### src/rtl/sio_rx.sv
// sio_rx: 8N1 asynchronous serial receiver, LSB first, oversampled by sio_clk transitions.
// Ports:
//   clk, n_rst   - system clock, asynchronous active-low reset
//   sio_clk      - divider square wave; every transition is one sample tick
//   rxd          - asynchronous serial line, idle high
//   rd           - one-clk read strobe acknowledging the holding register
//   rx_data      - last received byte
//   rx_valid     - holding register full
//   rx_ferr      - stop bit of the byte in rx_data was 0
//   rx_overrun   - sticky: a byte was loaded over an unread one
//   rx_busy      - receiver is inside a frame
module sio_rx #(
    parameter int unsigned OVERSAMPLE = 8
) (
    input  logic       clk,
    input  logic       n_rst,
    input  logic       sio_clk,
    input  logic       rxd,
    input  logic       rd,
    output logic [7:0] rx_data,
    output logic       rx_valid,
    output logic       rx_ferr,
    output logic       rx_overrun,
    output logic       rx_busy
);

    localparam int unsigned TCNT_W = 4;
    localparam int unsigned BIT_W  = 3;
    localparam int unsigned DATA_W = 8;

    localparam logic [TCNT_W-1:0] HALF_LAST = TCNT_W'(OVERSAMPLE / 2 - 1);
    localparam logic [TCNT_W-1:0] FULL_LAST = TCNT_W'(OVERSAMPLE - 1);
    localparam logic [BIT_W-1:0]  LAST_BIT  = BIT_W'(DATA_W - 1);

    typedef enum logic [1:0] {
        IDLE  = 2'd0,
        START = 2'd1,
        DATA  = 2'd2,
        STOP  = 2'd3
    } state_t;

    state_t              state, state_nx;
    logic [TCNT_W-1:0]   tcnt, tcnt_nx;
    logic [BIT_W-1:0]    bitcnt, bitcnt_nx;
    logic [DATA_W-1:0]   shreg;
    logic                shift_en;
    logic                load;

    logic                sio_clk_d;
    logic                rxd_m;
    logic                rxd_s;
    logic                tick;

    logic [DATA_W-1:0]   rx_data_nx;
    logic                rx_valid_nx;
    logic                rx_ferr_nx;
    logic                rx_overrun_nx;

    // Tick edge detect on the divider output (already in the clk domain)
    always_ff @(posedge clk or negedge n_rst) begin
        if (!n_rst) begin
            sio_clk_d <= 1'b0;
        end else begin
            sio_clk_d <= sio_clk;
        end
    end

    assign tick = sio_clk ^ sio_clk_d;

    // Two-flop synchronizer for the serial line; resets to the idle level
    always_ff @(posedge clk or negedge n_rst) begin
        if (!n_rst) begin
            rxd_m <= 1'b1;
            rxd_s <= 1'b1;
        end else begin
            rxd_m <= rxd;
            rxd_s <= rxd_m;
        end
    end

    // State register
    always_ff @(posedge clk or negedge n_rst) begin
        if (!n_rst) begin
            state <= IDLE;
        end else begin
            state <= state_nx;
        end
    end

    // Next state, counter updates and datapath strobes
    always_comb begin
        state_nx  = state;
        tcnt_nx   = tcnt;
        bitcnt_nx = bitcnt;
        shift_en  = 1'b0;
        load      = 1'b0;
        if (tick) begin
            unique case (state)
                IDLE: begin
                    if (!rxd_s) begin
                        state_nx = START;
                        tcnt_nx  = '0;
                    end
                end
                START: begin
                    if (tcnt == HALF_LAST) begin
                        // Mid-start-bit check rejects short glitches
                        if (rxd_s) begin
                            state_nx = IDLE;
                        end else begin
                            state_nx  = DATA;
                            tcnt_nx   = '0;
                            bitcnt_nx = '0;
                        end
                    end else begin
                        tcnt_nx = tcnt + TCNT_W'(1);
                    end
                end
                DATA: begin
                    if (tcnt == FULL_LAST) begin
                        shift_en  = 1'b1;
                        tcnt_nx   = '0;
                        bitcnt_nx = bitcnt + BIT_W'(1);
                        if (bitcnt == LAST_BIT) begin
                            state_nx = STOP;
                        end
                    end else begin
                        tcnt_nx = tcnt + TCNT_W'(1);
                    end
                end
                STOP: begin
                    if (tcnt == FULL_LAST) begin
                        load     = 1'b1;
                        tcnt_nx  = '0;
                        state_nx = IDLE;
                    end else begin
                        tcnt_nx = tcnt + TCNT_W'(1);
                    end
                end
                default: state_nx = IDLE;
            endcase
        end
    end

    // Holding register next values; a load in the same cycle as rd takes priority
    always_comb begin
        rx_data_nx    = rx_data;
        rx_valid_nx   = rx_valid;
        rx_ferr_nx    = rx_ferr;
        rx_overrun_nx = rx_overrun;
        if (load) begin
            rx_data_nx    = shreg;
            rx_valid_nx   = 1'b1;
            rx_ferr_nx    = ~rxd_s;
            rx_overrun_nx = rd ? 1'b0 : (rx_overrun | rx_valid);
        end else if (rd) begin
            rx_valid_nx   = 1'b0;
            rx_ferr_nx    = 1'b0;
            rx_overrun_nx = 1'b0;
        end
    end

    // Counters and shift register (LSB arrives first)
    always_ff @(posedge clk or negedge n_rst) begin
        if (!n_rst) begin
            tcnt   <= '0;
            bitcnt <= '0;
            shreg  <= '0;
        end else begin
            tcnt   <= tcnt_nx;
            bitcnt <= bitcnt_nx;
            if (shift_en) begin
                shreg <= {rxd_s, shreg[DATA_W-1:1]};
            end
        end
    end

    // Registered outputs
    always_ff @(posedge clk or negedge n_rst) begin
        if (!n_rst) begin
            rx_data    <= '0;
            rx_valid   <= 1'b0;
            rx_ferr    <= 1'b0;
            rx_overrun <= 1'b0;
            rx_busy    <= 1'b0;
        end else begin
            rx_data    <= rx_data_nx;
            rx_valid   <= rx_valid_nx;
            rx_ferr    <= rx_ferr_nx;
            rx_overrun <= rx_overrun_nx;
            rx_busy    <= (state_nx != IDLE);
        end
    end

endmodule

### config.mk
export PLATFORM = sky130hd
export DESIGN_NAME = sio_rx
export DESIGN_NICKNAME = d
export VERILOG_FILES = /design/src/rtl/sio_rx.sv
export SDC_FILE = /design/constraint.sdc
export NUM_CORES = 1
export LEC_CHECK = 0
export CELL_PAD_IN_SITES_DETAIL_PLACEMENT = 2
export CELL_PAD_IN_SITES_GLOBAL_PLACEMENT = 2
export CORE_MARGIN = 1.5
export CORE_UTILIZATION = 37
export DETAILED_ROUTE_END_ITERATION = 8
export GPL_TIMING_DRIVEN = 0
export HOLD_SLACK_MARGIN = 0.08
export PLACE_DENSITY = 0.73
export SLEW_MARGIN = 30
export SYNTH_ARGS = -nofsm -noshare
export SYNTH_HDL_FRONTEND = slang
export SYNTH_SLANG_ARGS = --single-unit
export TNS_END_PERCENT = 50
### constraint.sdc
create_clock -name clk -period 1.82 [get_ports clk]
set_input_delay 0.182 -clock clk [delete_from_list [all_inputs] [get_ports clk]]
set_output_delay 0.182 -clock clk [all_outputs]
set_load 0.03 [all_outputs]
==> reports/results.tsv <==
metric	value	unit
Core Rows	22	
fin util	0.498	
vias in the first global route	1113	
Vias	980	
Yosys Warn Count	0	
Buffers on Ports	16	
fmax	0.592	GHz
syn avg cell area	13.0	um^2
Slew @ Worst Pin	0.457	ns
die width	66.1	um
Max IR drop VDD	0.564	mV
Worst Skew	0.0105	ns
Starting Density	0.393	
Total Power	2.11	mW
RSZ-0062 raised after global routing	false	
data required time of the critical path	1.99	ns
xor and xnor fraction of the mapped netlist area	0.0170	
DP Wirelength	2290	um
Worst R2R Start	tcnt[0]	
largest net degree at the start of global routing	24	
Post-Synthesis Cells	113	
DR WL met2	1570	um
multiplexer area fraction after synthesis	0.137	
synth top area cells	dfrtp_1 (51%), mux2_2 (13%), dfstp_2 (3.6%), ha_1 (2.6%), o21ai_0 (2.0%)	
crit end category	flop	
clock tree buffer depth	2	
Final Hold Viols	0	
DRT antenna net count	0	
Rel. slew slack	0.694	
most frequent cells in the layout	dfrtp_1 (30), mux2_2 (17), clkdlybuf4s50_1 (15)	
first-pass GRT wire length	5610	um
sequential area share after synthesis	0.546	
top cell type's share of synthesized area	0.510	
Syn Nets	121	
R2R setup slack	0.13	ns
critical path class	flop to flop	
Adder-Cell Fraction of Synth Area	0.0255	
WL/cell	17.1	um
total I/O pin count	17	
clock sink total	32	
Post-Route M1 WL	1480	um
Nets	147	
compound-cell area share of the yosys netlist	0.131	
TritonRoute pass-1 iters	3	
Iteration-0 DRC Markers	13	
Die Ht	66.1	um
outcome	finished clean	
Synth Area in Simple Gates	0.112	
synth unique cells	39	
Setup violations, final	0	
top sig layer	met4	
commonest non-fill, non-tap cell in the layout	dfrtp_1	
post-synth top area cell	dfrtp_1	
flops & latches, synth	32	
cell area after synthesis	1470	um^2
worst setup margin	0.131	ns
r2r endpoint	tcnt[1]	
number of CTS-inserted buffers	5	
met3 WL	125	um
crit path from	tcnt[0]	
CP endpoint	tcnt[1]	
# diodes	0	
Clk pin slew, worst setup/hold paths	0.07	ns
CTS tree	done	
leakage	0.857	nW
antenna violations before repair	0	
largest family of logic cells by synthesized area	multiplexers	
FFs w/ async S/R, synth	1.00	
Clock Latency Late Sink	0.29	ns
crit path DAT	1.86	ns
Routed WL	3220	um
DR DRC count	0	
Syn-to-layout area delta	26.7	%
R2R depth	5	
Fillers	388	
share of cells above drive strength 1	0.336	
Post-synth EDFFs	0	
most common flop cell mapped by yosys	dfrtp_1	
die area	4360	um^2
PwrDens	1130	nW/um^2
Vias/cell	5.21	
final instance area	1860	um^2
CP Launch Type	flop	
H-tree levels	2	
GP Congestion	0.805	
Tcrit/Tclk final	0.928	
TNS Setup	0	ns
Max-Cap Viols	0	
crit-path max FO	7	
Core Box Area	3740	um^2
minimum clock period	1.69	ns
HP Class	primary input to async pin	
pre-CTS setup slack	-0.0641	ns
dpl cell area	1710	um^2
Total GRT Usage	0.178	
Final Max Slew Viols	0	
root buf cell	clkbuf_8	
gr ovfl total	0	
[synthesized netlist by cell type, types with 3 or more instances]
master,count
a21o_1,3
nor2_1,3
dfrtp_1,30
nand2_1,6
ha_1,3
o2bb2ai_1,3
mux2_2,17
o21ai_0,6
a21oi_1,3
inv_1,3
[final cells by class]
| type | count | area (um^2) | area share |
|---|---|---|---|
| Multi-Input combinational cell | 74 | 634 | 0.340 |
| Inverter | 3 | 11.3 | 0.00604 |
| Buffer | 4 | 35.0 | 0.0188 |
| Clock inverter | 2 | 35.0 | 0.0188 |
| Sequential cell | 32 | 803 | 0.431 |
| Clock buffer | 6 | 72.6 | 0.0389 |
| Timing Repair Buffer | 19 | 213 | 0.114 |
| Tap cell | 48 | 60.1 | 0.0322 |
[state kept, by name, indices dropped and copies added, names as in the netlist]
name and cells:
shreg 8, rx_busy 1, rxd_m 1, bitcnt 3
rx_valid 1, rx_ferr 1, rx_overrun 1, tcnt 4
rx_data 8, sio_clk_d 1, state 2, rxd_s 1
[routing by layer]
layer | vias up | global-route usage
met5 | - | 0
met2 | 16 | 0.279
met3 | 8 | 0.0494
met4 | 0 | 0.0842
met1 | 493 | 0.227
li1 | 463 | -
[stage by stage]
| step | instances | hold WS (ns) |
|---|---|---|
| 6_report | 188 | 0.309 |
| 2_1_floorplan | 113 | -0.114 |
| 5_1_grt | 188 | 0.313 |
| 4_1_cts | 187 | 0.299 |
| 3_5_place_dp | 178 | 0.0871 |
| 3_3_place_gp | 177 | 0.347 |
[how the worst min path moves through the flow]
stage,cells after the start,to,from,slack [ns]
CTS,1,rxd_m,rxd,0.30
finish,2,bitcnt[1],n_rst,0.31
global placement,0,rxd_s,rxd_m,0.35
detailed placement,1,rx_valid,n_rst,0.09
global route,2,rx_valid,n_rst,0.31
floorplan,0,bitcnt[0],n_rst,-0.11
[cell families (layout without fill, tap and decap cells)]
family                     Yosys count  in the layout
and+or+nand+nor                     24             24
AOI/OAI and AO/OA                   27             27
DFF                                 32             32
adders and majority gates            3              3
muxes                               18             18
xor gates and xnor gates             2              2
buffers and inverters                7             34
[critical path: stages (launching register included)]
cell and delay (ns):
dfrtp_1 0.43, ha_4 0.20, or3b_4 0.40, a21oi_2 0.16, a31oi_1 0.09, a32o_2 0.29
[what timing repair did]
| action | in CTS | in global routing |
|---|---|---|
| buffers inserted | 0 | 1 |
| hold endpoints to repair | 30 | 0 |
| endpoints found under the setup margin | 0 | 22 |
| resized for setup | 0 | 2 |
| hold buffers | 1 | 0 |
[power by group]
group	internal (mW)	switching (mW)
clock	0.406	0.267
sequential	0.795	0.0993
combinational	0.266	0.280
total	1.47	0.646
Power figures use the tool's default switching activity.
